**src/rtl/cdb_arbiter.sv**
```systemverilog
// ============================================================================
// Module   : cdb_arbiter
// Brief    : Round-robin arbiter that picks one functional-unit result per
//            cycle and registers it onto the common data bus.
// Revision : 1.0 - initial release
// ============================================================================
`default_nettype none

module cdb_arbiter #(
    parameter int NUM_REQ = 4,
    parameter int TAG_W   = 5,
    parameter int DATA_W  = 32,
    localparam int PTR_W  = (NUM_REQ > 1) ? $clog2(NUM_REQ) : 1
) (
    input  logic                      clk,
    input  logic                      rst,
    input  logic [NUM_REQ-1:0]        req_valid,
    input  logic [NUM_REQ*TAG_W-1:0]  req_tag,
    input  logic [NUM_REQ*DATA_W-1:0] req_data,
    output logic [NUM_REQ-1:0]        req_ready,
    output logic                      cdb_valid,
    output logic [TAG_W-1:0]          cdb_tag,
    output logic [DATA_W-1:0]         cdb_data,
    output logic [PTR_W-1:0]          rr_ptr
);

    logic               cdb_valid_q;
    logic [TAG_W-1:0]   cdb_tag_q;
    logic [DATA_W-1:0]  cdb_data_q;
    logic [PTR_W-1:0]   rr_ptr_q;
    logic [PTR_W-1:0]   rr_ptr_d;

    logic               w_found;
    logic [PTR_W-1:0]   w_win;
    logic [PTR_W-1:0]   w_cand;
    logic [NUM_REQ-1:0] w_ready;
    logic [TAG_W-1:0]   w_tag;
    logic [DATA_W-1:0]  w_data;

    // (base + off) modulo NUM_REQ, for off in 0..NUM_REQ
    function automatic logic [PTR_W-1:0] wrap_add(input logic [PTR_W-1:0] base,
                                                   input int              off);
        int s;
        s = int'(base) + off;
        if (s >= NUM_REQ) begin
            s = s - NUM_REQ;
        end
        return s[PTR_W-1:0];
    endfunction

    // Scan from the priority pointer; first valid requester wins.
    always_comb begin
        w_found = 1'b0;
        w_win   = '0;
        w_cand  = '0;
        for (int k = 0; k < NUM_REQ; k++) begin
            w_cand = wrap_add(rr_ptr_q, k);
            if (!w_found && req_valid[w_cand]) begin
                w_found = 1'b1;
                w_win   = w_cand;
            end
        end
    end

    always_comb begin
        w_ready = '0;
        if (w_found && !rst) begin
            w_ready[w_win] = 1'b1;
        end
    end

    assign w_tag    = req_tag[w_win*TAG_W +: TAG_W];
    assign w_data   = req_data[w_win*DATA_W +: DATA_W];
    assign rr_ptr_d = wrap_add(w_win, 1);

    always_ff @(posedge clk) begin
        if (rst) begin
            cdb_valid_q <= 1'b0;
            cdb_tag_q   <= '0;
            cdb_data_q  <= '0;
            rr_ptr_q    <= '0;
        end else if (|w_ready) begin
            cdb_valid_q <= 1'b1;
            cdb_tag_q   <= w_tag;
            cdb_data_q  <= w_data;
            rr_ptr_q    <= rr_ptr_d;
        end else begin
            // Idle cycle: tag/data keep their last broadcast values.
            cdb_valid_q <= 1'b0;
        end
    end

    assign req_ready = w_ready;
    assign cdb_valid = cdb_valid_q;
    assign cdb_tag   = cdb_tag_q;
    assign cdb_data  = cdb_data_q;
    assign rr_ptr    = rr_ptr_q;

endmodule

`default_nettype wire

```
**config.mk**
```make
export PLATFORM = sky130hd
export DESIGN_NAME = cdb_arbiter
export DESIGN_NICKNAME = d
export VERILOG_FILES = /design/src/rtl/cdb_arbiter.sv
export SDC_FILE = /design/constraint.sdc
export NUM_CORES = 1
export LEC_CHECK = 0
export CAP_MARGIN = 20
export CORE_UTILIZATION = 32
export DETAILED_ROUTE_END_ITERATION = 10
export PLACE_DENSITY_LB_ADDON = 0.08
export SETUP_SLACK_MARGIN = 0.1
export SYNTH_ARGS = -nofsm -noshare
export SYNTH_HDL_FRONTEND = slang
export SYNTH_SLANG_ARGS = --single-unit
export TNS_END_PERCENT = 1
```
**constraint.sdc**
```tcl
create_clock -name clk -period 1.9 [get_ports clk]
set_clock_uncertainty 0.05 [all_clocks]
set_input_delay 0.38 -clock clk [delete_from_list [all_inputs] [get_ports clk]]
set_output_delay 0.38 -clock clk [all_outputs]
set_load 0.1 [all_outputs]
```
======== Yosys cells after proc, flatten, opt, wreduce, memory -nomap -nowiden ========
Index checks and enable logic that the tools add are counted.
word-level totals
  flip-flop bits (word level) ............. 40
  logic and storage cells ................. 62
cells by class
  multiply operators ...................... 1
  add/subtract/negate cells ............... 9
  mux-type cells .......................... 25
  $lt $le $gt $ge ......................... 11
  shift-type cells ........................ 2
  reductions and logical operators ........ 10
operator list
  cell                                                 number
  variable part select 128 x 8 -> 32 bit               1
  variable part select 20 x 6 -> 5 bit                 1
  two-way mux 2 bit                                    9
  < comparator 2 x 3 -> 1 bit, second input constant   5
  >= comparator 3 bit, second input constant           4
  two-way mux 1 bit                                    10
  subtractor 2 x 1 -> 2 bit, second input constant     5
  binary-select mux 1 bit (select 2 bit)               4
  adder 2 x 1 -> 3 bit, second input constant          2
  adder 2 x 2 -> 3 bit, second input constant          2
  logical AND 1 bit                                    5
  multiplier 2 x 3 -> 5 bit, second input constant     1
  zero test 1 bit                                      4
  two-way mux 4 bit                                    1
  OR reduction 4 bit                                   1
  >= comparator 2 x 3 -> 1 bit, second input constant  1
  demux 1 bit (select 2 bit)                           1
  >= comparator 2 x 1 -> 1 bit, second input constant  1

======== Longest topological paths before layout ========
Gate-level depths: netlist (run 1).
  depth after elaboration ................. 21
  depth in mapped cells ................... 7
  gate-level depth less buffers ........... 5

======== Least setup slack after synthesis (run 1) ========
OpenSTA, ideal clock, no wires.
  kind .................................... register to output
  start ................................... register rr_ptr_q[1] (netlist: rr_ptr[1])
  end ..................................... output port req_ready[0]
  required time ........................... 1.470 ns
  setup slack ............................. -2.728 ns
  data arrival time ....................... 4.198 ns
  cell stages (with the launch flop) ...... 6
  path through ............................ dfxtp_1 -> buf_2 -> a21boi_0 -> o32a_2 -> buf_2 -> a211oi_1
between the ends
  cells in the longest elaborated chain, start to end .. 19
ends and longest elaborated chain
  element                                                        line  RTL
  start, declared                                                30    logic [PTR_W-1:0] rr_ptr_q;
  start signal, assigned                                         86    rr_ptr_q <= rr_ptr_d;
  branches (longest 18 deep; another with adder 2 x 1 -> 3 bit)  --
  two-way mux 4 bit (*)                                          67    if (w_found && !rst) begin
  end, declared                                                  20    output logic [NUM_REQ-1:0] req_ready,
Mark *: on every way between the ends. The select of a mux whose other input is x is not followed.

======== Final worst setup path (run 1) ========
  start ................................... register rr_ptr_q[1] (netlist: rr_ptr[1])
  end ..................................... output port req_ready[1]
The elaborated chain is that of the path after synthesis.

==> run metrics, run 1 <==
reg2reg setup slack 0 ns; Worst Path Max Fanout 5; Worst-Margin Slew 0.5366 ns; Iteration-0 DRC Markers between 100 and 150; CTS sink count 40; gr usage total 0.2317; Mapped Cells 335; final count of hold timing violations 0; CTS buffer count 5; Final setup viols 15; Cells after DPL a little over 600; Routed WL ~11 mm; Req. time, crit path around 1.5 ns; status finished with violations; CTS Buffer Depth 2; Die Footprint between 9000 and 10000 µm²; sequential area share after synthesis 0.2888; GP Congestion roughly 0.89; Die Wd approximately 95 µm; Worst-path clk slew around 0.08 ns; # Max-Cap Violations 0; fill count approximately 660; number of synthesized register bits 40; Critical Path Sink Type output pin; Mean Syn Cell Area approximately 8.3 µm²; Slew HR 0.6423; syn_nets 489; Final min period between 2 and 2.5 ns; initial antenna violation count 0; later-pin clock latency in the skew report slightly below 0.3 ns; Ports 198; capturing point of the worst reg2reg path cdb_data[28]$_SDFFE_PP0P_; WS Path Type flip-flop to output pin; CTS tree yes; path depth of the worst reg2reg path 6; share of cells above drive strength 1 0.2519; signal arrival time at the worst endpoint around 1.6 ns; non-filler instance count after layout between 600 and 700; fmax around 500 MHz; post-synth top area share 0.2888; final global-route overflow total 0; DRT Pass-1 Iters 4; die span in y ~95 µm; Power Density about 790 nW/µm²; CTS Hold Buffers Added 0; Slowest-stage cell, CP dfxtp_4; via count roughly 3400; Hold Crit Class flip-flop to flip-flop; dpl ws -0.7251 ns; number of port buffers slightly below 200; routed len/inst about 17 µm; Hold Path End cdb_tag[1]$_SDFFE_PP0P_; Synth area leaders dfxtp_1 (29%), a211oi_1 (17%), and3_1 (17%); DR vias/cell 5.415; crit path launch type flip-flop; max incr delay on CP 0.37 ns; synthesized area roughly 2800 µm²; dpl cell area about 5400 µm²; core footprint approximately 8300 µm²; Core Rows 33; RSZ-0062 raised after global routing true; CTS HTree Levels 2; failing checks negative setup slack; largest net degree at the start of global routing 75; Slew Viols, Final 0; root buffer cell clkbuf_8; Syn. warnings 0; CP Cell Sequence buf_6 -> o31ai_4 -> nand2_2 -> nor3_4 -> buf_12; Max VDD drop about 0.43 mV; first-pass GRT wire length 16.32 mm; vias in the first global route between 3000 and 4000; hold slack 0.4458 ns; final worst slack -0.1392 ns; hold depth 2; Buf/Inv on CP 2; leakage 0.002223 µW; synth unique cells 26; hpwl dp between 7 and 8 mm; Area growth syn-to-layout 105.2%; Final #Nets approximately 680; hold path start cdb_tag[1]$_SDFFE_PP0P_; Synth area leader dfxtp_1; residual DRC count 0; fin crit share 1.073; final instance area 5690 µm²; initial core utilization 0.3341; CP top delay family flip-flops; n_diodes 0; r2r startpoint rr_ptr[0]$_SDFFE_PP0P_; antenna-violating nets left 0; total power 4522 µW
==> synth_stat cells (all sizes together) <==
cell type	count
a211oi	76
a21boi	1
a21oi	2
and3	74
buf	23
clkbuf	18
dfxtp	40
inv	1
nand2	40
nand2b	2
nand3	1
nand4	1
nor2	4
nor2b	3
nor3	4
nor4	1
o21ai	1
o31ai	38
o32a	1
o32ai	1
or2	2
or4	1
==> what timing repair did <==
action | CTS | global route
pin swaps | 9 | 6
setup endpoints to repair | 42 | 41
gates resized for setup | 37 | 14
setup buffers | 2 | 1
==> registers in the layout (all words and copies together), names as in the netlist <==
name and flops:
cdb_valid 1, rr_ptr 2, cdb_data 32, cdb_tag 5
==> worst min-delay path, cell delays in order (launching register included) <==
cell and delay, ns:
dfxtp_1 0.34, nand2_1 0.06, o31ai_1 0.05
==> layout by cell type (no fill, tap or decap), drive strengths merged <==
cell type      netlist  layout
nor3                 4       4
dfxtp               40      40
clkdlybuf4s15        0       1
a211oi              76      76
buf                 23      74
and3                74      74
nor2b                3       3
or4                  1       1
o32ai                1       1
clkdlybuf4s50        0     149
o32a                 1       1
nand4                1       1
nor2                 4       4
a21oi                2       2
clkbuf              18      10
nand2               40      40
inv                  1       1
nand2b               2       2
nand3                1       1
or2                  2       2
a21boi               1       1
o21ai                1       1
o31ai               38      38
nor4                 1       1
==> metrics by stage <==
step | util | TNS [ns]
finish | 0.6857 | -0.5722
global route | 0.6857 | -2.680
CTS | 0.6777 | -0.6969
detailed placement | 0.6493 | -28.26
global placement | 0.6493 | -24.57
floorplan | - | -7.681
==> power breakdown <==
part           leakage, µW  switching [µW]  total [µW]  internal (µW)
clock network    0.0000627             323         735            411
logic              0.00183            1550        2690           1140
registers         0.000335             130        1090            962
total              0.00222            2000        4520           2520
==> how the worst max path moves through the flow <==
stage	slack, ns	startpoint	depth (start not counted)	endpoint
6_report	-0.14	rr_ptr[1]$_SDFFE_PP0P_	5	req_ready[1]
5_1_grt	-0.20	rr_ptr[1]$_SDFFE_PP0P_	5	req_ready[1]
4_1_cts	-0.21	rr_ptr[0]$_SDFFE_PP0P_	6	req_ready[0]
3_5_place_dp	-0.73	req_valid[2]	7	cdb_data[23]$_SDFFE_PP0P_
3_3_place_gp	-0.65	req_valid[1]	7	cdb_data[11]$_SDFFE_PP0P_
2_1_floorplan	-0.66	rr_ptr[1]$_SDFFE_PP0P_	5	req_ready[0]
==> cell families after synthesis <==
logic type	after synthesis	synth area share
buffers and inverters	42	0.09792
AO/OA/AOI/OAI	120	0.3484
AND/OR/NAND/NOR	133	0.2649
flip-flops	40	0.2888
==> final cells by class <==
type | instances | area, µm² | share of cell area
sequential | 40 | 808.3 | 0.1420
multi-input combinational | 253 | 1924 | 0.3382
clock buffer | 8 | 121.4 | 0.02133
tap | 105 | 131.4 | 0.02309
inverter | 1 | 3.754 | 0.0006596
timing repair buffer | 226 | 2701 | 0.4747
==> per-layer routing <==
metal | vias up | track usage | part of all wire
met2 | 120 | 0.4113 | 0.51
met3 | 14 | 0.05183 | 0.062
met4 | 0 | 0.06187 | 0.016
met1 | 1617 | 0.2790 | 0.41
li1 | 1677 | - | -
met5 | - | 0 | 0
Power figures use the tool's default switching activity.
==> run 2: changes to the inputs <==
--- a/config.mk
+++ b/config.mk
@@ -6,8 +6,9 @@
 export NUM_CORES = 1
 export LEC_CHECK = 0
 export CAP_MARGIN = 20
-export CORE_UTILIZATION = 32
+export CORE_UTILIZATION = 38
 export DETAILED_ROUTE_END_ITERATION = 10
+export GPL_TIMING_DRIVEN = 0
 export PLACE_DENSITY_LB_ADDON = 0.08
 export SETUP_SLACK_MARGIN = 0.1
 export SYNTH_ARGS = -nofsm -noshare
==> constraint.sdc (replaced) <==
create_clock -name clk -period 2.6 [get_ports clk]
set_clock_uncertainty 0.05 [all_clocks]
set_input_delay 0.52 -clock clk [delete_from_list [all_inputs] [get_ports clk]]
set_output_delay 0.52 -clock clk [all_outputs]
set_load 0.1 [all_outputs]
==> run metrics, run 2 (synthesized netlist as in run 1, its figures left out) <==
path depth of the worst reg2reg path 8 (was 6); Worst-path clk slew 0.08 ns (about the same); CTS Hold Buffers Added 0 (unchanged); Req. time, crit path 2.03 ns (was 1.47 ns); dpl cell area 4960 µm² (was 5389 µm²); CTS sink count 40 (unchanged); CTS Buffer Depth 2 (unchanged); Worst Path Max Fanout 10 (was 5); Slew HR 0.3142 (was 0.6423); final count of hold timing violations 0 (unchanged); leakage 0.002002 µW (was 0.002223 µW); Iteration-0 DRC Markers 153 (was 109); WS Path Type primary input to output pin (was flip-flop to output pin); signal arrival time at the worst endpoint 1.91 ns (was 1.61 ns); footprint of the multi-input gates 1792 µm² (was 1924 µm²); Critical Path Sink Type output pin (unchanged); Ports 198 (unchanged); Power Density 589.4 nW/µm² (was 794.6 nW/µm²); residual DRC count 0 (unchanged); share of cells above drive strength 1 0.1363 (was 0.2519); final global-route overflow total 0 (unchanged); n_diodes 0 (unchanged); fin crit share 0.9548; # Max-Cap Violations 0 (unchanged); hold depth 2 (unchanged); initial core utilization 0.4014 (was 0.3341); most frequent cells in the layout clkdlybuf4s50_1 (188), and3_1 (74), a211oi_1 (62) (was clkdlybuf4s50_1 (149), and3_1 (74), buf_12 (48)); fmax slightly above 400 MHz; CTS buffer count 5 (unchanged); Routed WL 10.86 mm (was 10.94 mm); Final setup viols 0 (was 15); final instance area 5179 µm² (was 5690 µm²); Max VDD drop 0.4003 mV (was 0.4277 mV); antenna-violating nets left 0 (unchanged); initial antenna violation count 0 (unchanged); first-pass GRT wire length 16.77 mm (was 16.32 mm); root buffer cell clkbuf_8 (unchanged); routed len/inst 16.99 µm (was 17.28 µm); Final min period around 2.5 ns; die span in y 87.42 µm (was 95.09 µm); total power 3052 µW (was 4522 µW); Hold Crit Class flip-flop to flip-flop (unchanged); RSZ-0062 raised after global routing true (unchanged); Slew Viols, Final 0 (unchanged); later-pin clock latency in the skew report 0.29 ns (about the same); largest net degree at the start of global routing 13 (was 75); Die Footprint 7642 µm² (was 9041 µm²); GP Congestion 0.8582 (was 0.8928); Worst-Margin Slew 1.026 ns (was 0.5366 ns); core footprint 6907 µm² (was 8299 µm²); Reg area 808.3 µm² (unchanged); Largest register FFs 32 (unchanged); Area growth syn-to-layout 86.78% (was 105.2%); Core Rows 30 (was 33); DRT Pass-1 Iters 4 (unchanged); hpwl dp 8.393 mm (was 7.634 mm); fill count 563 (was 662); gr usage total 0.2818 (was 0.2317); status complete, no violations (was finished with violations); crit path launch type primary input (was flip-flop); number of port buffers 197 (unchanged); CTS tree yes (unchanged); via count 3531 (was 3428); vias in the first global route 3455 (was 3300); commonest non-fill, non-tap cell in the layout clkdlybuf4s50_1 (unchanged); Die Wd 87.42 µm (was 95.09 µm); CTS HTree Levels 2 (unchanged); DR vias/cell 5.526 (was 5.415); Final #Nets 696 (was 681)
-- run 2: path summary, 6_finish.rpt --
check                                               start                         to  slack (ns)
worst max-delay path                         req_valid[2]               req_ready[1]        0.12
worst min-delay path            cdb_data[26]$_SDFFE_PP0P_  cdb_data[26]$_SDFFE_PP0P_        0.41
worst max register to register     rr_ptr[0]$_SDFFE_PP0P_  cdb_data[15]$_SDFFE_PP0P_        0.39
worst min register to register  cdb_data[26]$_SDFFE_PP0P_  cdb_data[26]$_SDFFE_PP0P_        0.41
-- run 2: stage by stage --
| stage | TNS [ns] | hold slack, ns | instances | util | worst slack [ns] |
|---|---|---|---|---|---|
| after detailed placement | -16.62 | 0.3882 | 628 | 0.7181 | -1.428 |
| after global placement | -15.98 | 0.3828 | 628 | 0.7181 | -1.406 |
| after global routing | 0 | 0.4303 | 639 | 0.7498 | 0.06211 |
| final | 0 | 0.4091 | 639 | 0.7498 | 0.1175 |
| after CTS | 0 | 0.4115 | 637 | 0.7467 | 0.08795 |
| after floorplan | -0.3402 | 0.5294 | 335 | - | -0.1303 |
-- run 2: routing by layer --
layer / wire length, µm / track usage / vias up
met4: 132 / 0.06706 / 0
li1: - / - / 1707
met1: 4428 / 0.3333 / 1675
met3: 703 / 0.05024 / 10
met5: 0 / 0 / -
met2: 5595 / 0.5227 / 139
-- run 2: power by group --
| group | switching (µW) | leakage (µW) | internal, µW |
|---|---|---|---|
| logic | 1120 | 0.00160 | 649 |
| clock network | 229 | 0.0000627 | 300 |
| registers | 49.6 | 0.000335 | 703 |
| total | 1400 | 0.00200 | 1650 |
-- run 2: area by class of cell --
| class | count | share of cell area |
|---|---|---|
| repair buffers | 201 | 0.3907 |
| multi-input cells | 253 | 0.3460 |
| flip-flops and latches | 40 | 0.1561 |
| plain buffers | 40 | 0.05992 |
| clock buffers | 8 | 0.02344 |
| well taps | 96 | 0.02319 |
| inverters | 1 | 0.0007248 |
-- run 2: critical path: stages --
cell,delay (ns)
buf_2,0.13
nor2b_4,0.14
a21boi_2,0.17
o32a_4,0.37
buf_12,0.16
nor3_4,0.19
buf_8,0.22
-- run 2: timing repair --
item / 4_1_cts / 5_1_grt
resized for setup: 57 / 3
setup buffers: 2 / 2
setup endpoints to repair: 37 / 4
pin swaps: 3 / 2
endpoints found under the hold margin: 0 / 0
